`src/rtl/bin_counter_display_pkg.sv`:
```
// counter_display_pkg: segment type, blank glyph and active-low hex glyph table
package counter_display_pkg;
  typedef logic [6:0] seg7_t;
  localparam seg7_t SEG_BLANK = 7'b1111111;
  localparam logic [15:0][6:0] HEX_GLYPH = {
    7'b0001110, 7'b0000110, 7'b0100001, 7'b1000110,
    7'b0000011, 7'b0001000, 7'b0010000, 7'b0000000,
    7'b1111000, 7'b0000010, 7'b0010010, 7'b0011001,
    7'b0110000, 7'b0100100, 7'b1111001, 7'b1000000
  };
endpackage

```
`src/rtl/bin_counter_display_if.sv`:
```
// bin_counter_display_if: control, count and segment signals of the counter display
interface bin_counter_display_if import counter_display_pkg::*; #(
  parameter int WIDTH = 6,
  parameter int NDIG = 6
);
  logic en;
  logic up_down;
  logic load;
  logic hex_mode;
  logic [WIDTH-1:0] load_val;
  logic [WIDTH-1:0] q;
  logic tc;
  seg7_t [NDIG-1:0] seg;
  modport master (output en, up_down, load, hex_mode, load_val, input q, tc, seg);
  modport slave (input en, up_down, load, hex_mode, load_val, output q, tc, seg);
endinterface

```
`src/rtl/bin_counter_display_seg7_decoder.sv`:
```
// seg7_decoder: 4-bit value to active-low seven-segment glyph, or blank
module seg7_decoder import counter_display_pkg::*; (
  input logic [3:0] val,
  input logic blank,
  output seg7_t glyph
);
  assign glyph = blank ? SEG_BLANK : HEX_GLYPH[val];
endmodule

```
`src/rtl/bin_counter_display.sv`:
```
// bin_counter_display: prescaled up/down counter with registered binary/hex seven-segment display
module bin_counter_display import counter_display_pkg::*; #(
  parameter int WIDTH = 6,
  parameter int NDIG = 6,
  parameter int DIV = 50_000_000
) (
  input logic clk,
  input logic reset,
  bin_counter_display_if.slave bus
);
  localparam int PW = DIV > 1 ? $clog2(DIV) : 1;
  localparam int HD = (WIDTH + 3) / 4;
  localparam int QW = 4 * NDIG > WIDTH ? 4 * NDIG : WIDTH;
  logic [PW-1:0] pre;
  logic tick, step, wrap;
  logic [QW-1:0] qz;
  seg7_t [NDIG-1:0] gls;
  always_comb begin
    tick = pre == PW'(DIV - 1);
    step = tick & bus.en & ~bus.load;
    wrap = bus.up_down ? &bus.q : ~|bus.q;
    qz = QW'(bus.q);
  end
  always_ff @(posedge clk or posedge reset)
    if (reset) begin
      pre <= '0;
      bus.q <= '0;
      bus.tc <= 1'b0;
      bus.seg <= {NDIG{SEG_BLANK}};
    end else begin
      pre <= (bus.load | tick) ? '0 : pre + 1'b1;
      bus.q <= bus.load ? bus.load_val : step ? (bus.up_down ? bus.q + 1'b1 : bus.q - 1'b1) : bus.q;
      bus.tc <= step & wrap;
      bus.seg <= gls;
    end
  // binary mode shows one bit per digit through the same decoder as 4'b000x
  for (genvar i = 0; i < NDIG; i++) begin : g_dig
    logic [3:0] v;
    logic b;
    always_comb begin
      v = bus.hex_mode ? qz[4*i+:4] : {3'b000, qz[i]};
      b = bus.hex_mode ? (i >= HD) : (i >= WIDTH);
    end
    seg7_decoder u_dec (.val(v), .blank(b), .glyph(gls[i]));
  end
endmodule

```
`src/flat_wrapper.sv`:
```
// flat-port wrapper written by rule: the top's interface ports become plain ports
module bin_counter_display_flat import counter_display_pkg::*;
#(
  parameter int WIDTH = 6,
  parameter int NDIG = 6,
  parameter int DIV = 50_000_000
)
  (clk, reset, bus_en, bus_up_down, bus_load, bus_hex_mode, bus_load_val, bus_q, bus_tc, bus_seg);
  bin_counter_display_if #(.WIDTH(WIDTH), .NDIG(NDIG)) bus_i ();
  input logic clk;
  input logic reset;
  input wire logic [$bits(bus_i.en)-1:0] bus_en;
  input wire logic [$bits(bus_i.up_down)-1:0] bus_up_down;
  input wire logic [$bits(bus_i.load)-1:0] bus_load;
  input wire logic [$bits(bus_i.hex_mode)-1:0] bus_hex_mode;
  input wire logic [$bits(bus_i.load_val)-1:0] bus_load_val;
  output wire logic [$bits(bus_i.q)-1:0] bus_q;
  output wire logic [$bits(bus_i.tc)-1:0] bus_tc;
  output wire logic [$bits(bus_i.seg)-1:0] bus_seg;
  assign bus_i.en = bus_en;
  assign bus_i.up_down = bus_up_down;
  assign bus_i.load = bus_load;
  assign bus_i.hex_mode = bus_hex_mode;
  assign bus_i.load_val = bus_load_val;
  assign bus_q = bus_i.q;
  assign bus_tc = bus_i.tc;
  assign bus_seg = bus_i.seg;
  bin_counter_display #(.WIDTH(WIDTH), .NDIG(NDIG), .DIV(DIV)) u_core (.clk(clk), .reset(reset), .bus(bus_i));
endmodule
```
`config.mk`:
```
export PLATFORM = sky130hd
export DESIGN_NAME = bin_counter_display_flat
export DESIGN_NICKNAME = d
export VERILOG_FILES = /design/src/rtl/bin_counter_display_pkg.sv /design/src/rtl/bin_counter_display_if.sv /design/src/rtl/bin_counter_display_seg7_decoder.sv /design/src/rtl/bin_counter_display.sv /design/src/flat_wrapper.sv
export SDC_FILE = /design/constraint.sdc
export NUM_CORES = 1
export LEC_CHECK = 0
export ABC_AREA = 0
export CAP_MARGIN = 30
export CORE_AREA = 2 2 79 81
export DETAILED_ROUTE_END_ITERATION = 8
export DIE_AREA = 0 0 81 83
export HOLD_SLACK_MARGIN = 0.03
export PLACE_DENSITY_LB_ADDON = 0.12
export REMOVE_ABC_BUFFERS = 1
export SYNTH_ARGS = -nofsm -noshare
export SYNTH_HDL_FRONTEND = slang
export SYNTH_SLANG_ARGS = --single-unit
```
`constraint.sdc`:
```
create_clock -name clk -period 2.05 [get_ports clk]
set_input_delay 0.41 -clock clk [delete_from_list [all_inputs] [get_ports clk]]
set_output_delay 0.41 -clock clk [all_outputs]
set_load 0.01 [all_outputs]
```
-- After elaboration in Yosys (flattened, before gate mapping)
Memory sizes are Yosys's and may differ from the RTL's. A register that Yosys moved wholly into a read port is not among the register bits.
Cells that the tools add are included.
- bits in registers: 61
- memory bits (read-only): 672
- output and inout port bits: 49
- memories kept: 6
- memories (name ; words ; bits a word ; read ports ; clocked after memory_dff ; write ports ; line ; source):
    (no name shown) ; 16 ; 7 ; 1 ; 0 ; 0 ; bin_counter_display_seg7_decoder.sv:7 ; assign glyph = blank ? SEG_BLANK : HEX_GLYPH[val];
    (no name shown) ; 16 ; 7 ; 1 ; 1 ; 0 ; bin_counter_display_seg7_decoder.sv:7 ;
    (no name shown) ; 16 ; 7 ; 1 ; 1 ; 0 ; bin_counter_display_seg7_decoder.sv:7 ;
    (no name shown) ; 16 ; 7 ; 1 ; 0 ; 0 ; bin_counter_display_seg7_decoder.sv:7 ;
    (no name shown) ; 16 ; 7 ; 1 ; 0 ; 0 ; bin_counter_display_seg7_decoder.sv:7 ;
    (no name shown) ; 16 ; 7 ; 1 ; 0 ; 0 ; bin_counter_display_seg7_decoder.sv:7 ;
- add/sub/neg operators: 3
- order comparisons: 4
- equal/unequal tests: 1
- multiplexer cells: 20
- bitwise operators: 5
- reductions and logical operators: 4
- operator list (cell ; count):
    $mux W7 ; 8
    $add A26 B1 Y26 const B ; 1
    $eq A26 B26 Y1 const B ; 1
    $mux W26 ; 1
    $mux W6 ; 3
    $lt A4 B5 Y1 const B ; 3
    $add A6 B1 Y6 const B ; 1
    $mux W1 ; 6
    $reduce_and A6 Y1 ; 1
    $reduce_or A6 Y1 ; 1
    $sub A6 B1 Y6 const B ; 1
    $lt A1 B5 Y1 const B ; 1
    $mux W4 ; 1
    $and A1 B1 Y1 ; 3
    $mux W2 ; 1
    $reduce_bool A2 Y1 ; 1
    $logic_not A1 Y1 ; 1
    $not A1 Y1 ; 1
    $or A1 B1 Y1 ; 1

-- Logic depth before layout (Yosys ltp)
- depth after elaboration: 5
- mapped depth: 8
- gate-level depth less buffers: 7

-- Hierarchy
Synthesis repeated with hierarchy kept, for this count alone.
- cell total of the unflattened synthesis: 464
- area total of the unflattened synthesis: 4923.5 sq um
- modules (own cells, without submodules) (module ; instances ; cells each ; area an instance (sq um)):
    bin_counter_display ; 1 ; 254 ; 3129.3
    seg7_decoder ; 6 ; 35 ; 299.0

-- Worst setup path before layout
Ideal clock, no wire load.
- path kind: input-to-reg
- start: input port bus_up_down
- end: register u_core.bus.q[5]
- data arrival time: 1733 ps
- data required time: 1981 ps
- slack: 248 ps
- cell stages on the path: 7
- cells stage by stage: inv_1 ha_1 o21ai_0 o21a_1 or2_2 o31a_1 nand3_1
- cells in the longest elaborated chain, start to end: 3
- RTL lines (element ; line ; source):
    start: declaration ; flat_wrapper.sv:13 ; input wire logic [$bits(bus_i.up_down)-1:0] bus_up_down;
    $mux W6 (3 in a row) ; bin_counter_display.sv:32 ; bus.q <= bus.load ? bus.load_val : step ? (bus.up_down ? bus.q + 1'b1 : bus.q - 1'b1) : bus.q;
    end signal: assignment ; bin_counter_display.sv:32 ;
    end: declaration ; bin_counter_display_if.sv:15 ; modport slave (input en, up_down, load, hex_mode, load_val, output q, tc, seg);
Every way passes these cells. The select of a mux whose other input is x is not followed.
A chain may end at the register's enable or synchronous reset.

-- Final worst setup path
Ends and elaborated chain as after synthesis.

==> metrics.md <==
| Metric | Value |
|---|---|
| Result of the run | `complete, no violations` |
| Wire length reported by the detailed router | `6.022 mm` |
| Antenna violations before repair | `0` |
| Clock tree buffer depth | `2` |
| Post-CTS sizing | `0` |
| Starting Density | `0.5045` |
| Launching element type of the critical path | `primary input` |
| DIE HEIGHT | `83 microns` |
| Total Die Area | `6723 sq um` |
| Fraction of the core area covered by cells at the end of the flow | `0.6310` |
| Number of failing hold endpoints at the final stage | `0` |
| Level count of the clock H-tree | `2` |
| Proportion of power drawn by combinational gates | `0.226` |
| Remaining antenna violation count after routing | `0` |
| Reported max-cap violation count | `0` |
| PD cells | `621.5 nW/um^2` |
| Grt total ovfl | `0` |
| Post-route clock skew | `0.01284 ns` |
| Static leakage | `between 1.5 and 2 nW` |
| Total I/O pin count | `between 60 and 70` |
| Pint | `0.001680 W` |
| Mapped cell area | `2934 sq um` |
| Via density | `about 5.1` |
| Number of diodes added for antenna fixing | `0` |
| Setup repair after global routing missed its margin | `yes` |
| Crit Path Class | `primary input to register` |
| Post-CTS Hold Fix Bufs | `0` |
| Clock-pin transition on the worst setup and hold timing paths | `0.09 ns` |
| Number of endpoints failing setup at the final stage | `0` |
| Routability cong. | `0.8572` |
| Switching Power | `roughly 0.00060 W` |
| Gate count after technology mapping | `roughly 300` |
| Fraction of the yosys area taken by sequential cells | `0.4426` |
| Kind of cell adding the most delay to the critical path | `compound AO/OA/AOI/OAI gates` |
| Maximum clock rate | `501.7 MHz` |
| Worst hold slack | `0.4263 ns` |
| Count of unique library cells instantiated by Yosys | `50` |
| Number of iterations in the first detailed-routing pass | `4` |
| Total power | `0.002281 W` |
| IR drop worst, VDD | `0.3805 mV` |
| Vias post-DR | `2,236` |
| Proportion of register bits with asynchronous set or reset after synthesis | `1.000` |
| CTS Buf Count | `5` |
| Row count | `28` |
| Relative contribution of sequential cells to total power | `0.495` |
| Worst Path Required | `between 2 and 2.5 ns` |
| Critical Path Fanout Max | `5` |
| Via count of the first global-routing pass | `2,121` |
| Portion of synthesized cell area occupied by the leading cell type | `0.2814` |
| Die Span X | `81 microns` |
| Total clock sinks | `51` |
| TritonCTS clock tree | `built` |
| Number of storage elements in the synthesis netlist | `51` |
| Mean area per synthesized cell | `9.683 sq um` |
| Worst Path Buf+Inv | `2` |
| FF-to-FF Start | `u_core.pre[10]` |
| Root buf cell | `sky130_fd_sc_hd__clkbuf_8` |
| Library cell contributing the largest single delay on the critical path | `sky130_fd_sc_hd__clkdlybuf4s50_1` |
| Longest individual stage delay on the worst path | `0.49 ns` |
| Starting DRT DRC Count | `133` |
| Period utilisation layout | `0.9724` |
| Insertion delay to the later sink of the worst-skew pair | `0.30 ns` |
| Commonest cells in the netlist | `sky130_fd_sc_hd__nor2_1 (37), sky130_fd_sc_hd__dfrtp_1 (33), sky130_fd_sc_hd__nand2_1 (27), sky130_fd_sc_hd__buf_4 (24), sky130_fd_sc_hd__xnor2_1 (19)` |
| Number of DRC violations after detailed routing | `0` |
| Synth Flop Type | `sky130_fd_sc_hd__dfrtp_1` |
| Synthesis Warnings | `0` |
| Detailed placement HPWL | `4.643 mm` |
| Pin count of the biggest net entering global routing | `25` |
| Switching power as a share of total power | `0.2632` |
| Cell with the most instances after synthesis | `sky130_fd_sc_hd__nor2_1` |
| Post-detailed-route wirelength per cell | `13.75 microns` |
| Worst-case reg-to-reg path depth | `5` |
| Number of setup buffers added after CTS | `0` |
| Worst setup slack for register-to-register paths | `0.13 ns` |
| Final net count | `386` |
| Main area contributors after synthesis | `sky130_fd_sc_hd__dfrtp_1 (28%), sky130_fd_sc_hd__dfstp_2 (16%), sky130_fd_sc_hd__buf_4 (6.1%)` |
| Max-slew violation count | `0` |
| GRT Total Usage | `0.1893` |
| Placeable core area | `roughly 5800 sq um` |
| Clock power frac | `0.280` |
| Number of enable flip-flop cells after synthesis | `0` |
| Type of the worst min-delay path | `primary input to asynchronous set/reset pin` |
| Area leader, netlist | `sky130_fd_sc_hd__dfrtp_1` |
| Worst reg2reg path endpoint | `u_core.pre[14]` |
| Type of element capturing the critical path | `register` |
| Area added between synthesis and finish | `25.07%` |
| Arrival time of data at the critical path endpoint | `2.23 ns` |
| Global-route wire length before repair | `10.09 mm` |
| I/O Buffers | `56` |
| Chain of cells forming the critical path | `clkdlybuf4s50_1 -> inv_2 -> ha_1 -> o21ai_0 -> o21a_1 -> or2_2 -> o31a_1 -> nand3_1` |
| Min cycle time layout | `1.993 ns` |
| Proportion of layout cells with a drive suffix above 1 | `0.1818` |
[layer usage]
metal  GRT usage  share of wire  up-vias
li1            -              -     1128
met2      0.2975           0.46       68
met4     0.04160         0.0086        0
met3     0.03696          0.054        6
met5           0              0        -
met1      0.2700           0.48     1034
[registers in the layout, indices dropped and copies added (netlist names)]
register and flops:
u_core.bus.seg 18, u_core.bus.tc 1, u_core.pre 26, u_core.bus.q 6
[worst max path at each step]
stage                    start               to  slack [ns]  cells after the start
3_3_place_gp       bus_up_down  u_core.bus.q[5]       -0.21                      8
3_5_place_dp       bus_up_down  u_core.bus.q[5]       -0.27                      8
5_1_grt            bus_up_down  u_core.bus.q[5]       -0.02                      8
6_report           bus_up_down  u_core.bus.q[5]        0.06                      8
2_1_floorplan  u_core.bus.q[2]  u_core.bus.q[5]        0.17                      6
4_1_cts            bus_up_down  u_core.bus.q[5]        0.05                      8
[metrics by stage]
| stage | setup slack, ns | cell area (sq um) | cells | setup TNS [ns] |
|---|---|---|---|---|
| after floorplan | 0.1677 | 2714 | 274 | 0 |
| after global placement | -0.2128 | 3556 | 430 | -0.4310 |
| after detailed placement | -0.2652 | 3556 | 430 | -0.6151 |
| after CTS | 0.05265 | 3657 | 438 | 0 |
| after global routing | -0.01654 | 3670 | 438 | -0.01654 |
| final | 0.05663 | 3670 | 438 | 0 |
[logic make-up after synthesis]
kind of cell	Yosys count	share of synthesized area
other cells	2	0.002560
xor+xnor	28	0.08358
fa+ha+maj	12	0.05373
compound gates	32	0.06866
mux	6	0.02090
flops	51	0.4426
simple gates	130	0.2363
buf+inv	42	0.09168
[cell type report]
type                            count  area, sq um
Fill cell                         504         2146
Multi-Input combinational cell    213         1390
Sequential cell                    51         1299
Timing Repair Buffer               81        748.2
Clock buffer                        8        101.3
Tap cell                           75        93.84
Inverter                           10        37.54
[layout by cell type (no fill, tap or decap), types with 3 or more instances in the layout]
cell type                         instances
sky130_fd_sc_hd__nand3_1                 12
sky130_fd_sc_hd__buf_4                   25
sky130_fd_sc_hd__mux2i_1                  5
sky130_fd_sc_hd__inv_1                    8
sky130_fd_sc_hd__or3_1                    4
sky130_fd_sc_hd__dfstp_2                 18
sky130_fd_sc_hd__nor4_1                   7
sky130_fd_sc_hd__nor3_1                   8
sky130_fd_sc_hd__xnor2_1                 19
sky130_fd_sc_hd__o21ai_0                  9
sky130_fd_sc_hd__and3_1                   3
sky130_fd_sc_hd__nand3b_1                 3
sky130_fd_sc_hd__a21oi_1                  7
sky130_fd_sc_hd__ha_1                    10
sky130_fd_sc_hd__nor2_1                  37
sky130_fd_sc_hd__nand2_1                 27
sky130_fd_sc_hd__nand4_1                  8
sky130_fd_sc_hd__conb_1                   5
sky130_fd_sc_hd__clkbuf_8                 5
sky130_fd_sc_hd__or2_2                    5
sky130_fd_sc_hd__clkdlybuf4s50_1         56
sky130_fd_sc_hd__dfrtp_1                 33
sky130_fd_sc_hd__xor2_1                   9
[power by group through the flow]
stage	registers, W	clock network (W)	logic [W]
2_1_floorplan	0.00120	0	0.000171
3_3_place_gp	0.00114	0	0.000504
3_5_place_dp	0.00115	0	0.000515
4_1_cts	0.00113	0.000657	0.000517
5_1_grt	0.00114	0.000694	0.000570
6_report	0.00113	0.000638	0.000515
Note: power is estimated with default switching activity, not from simulation.
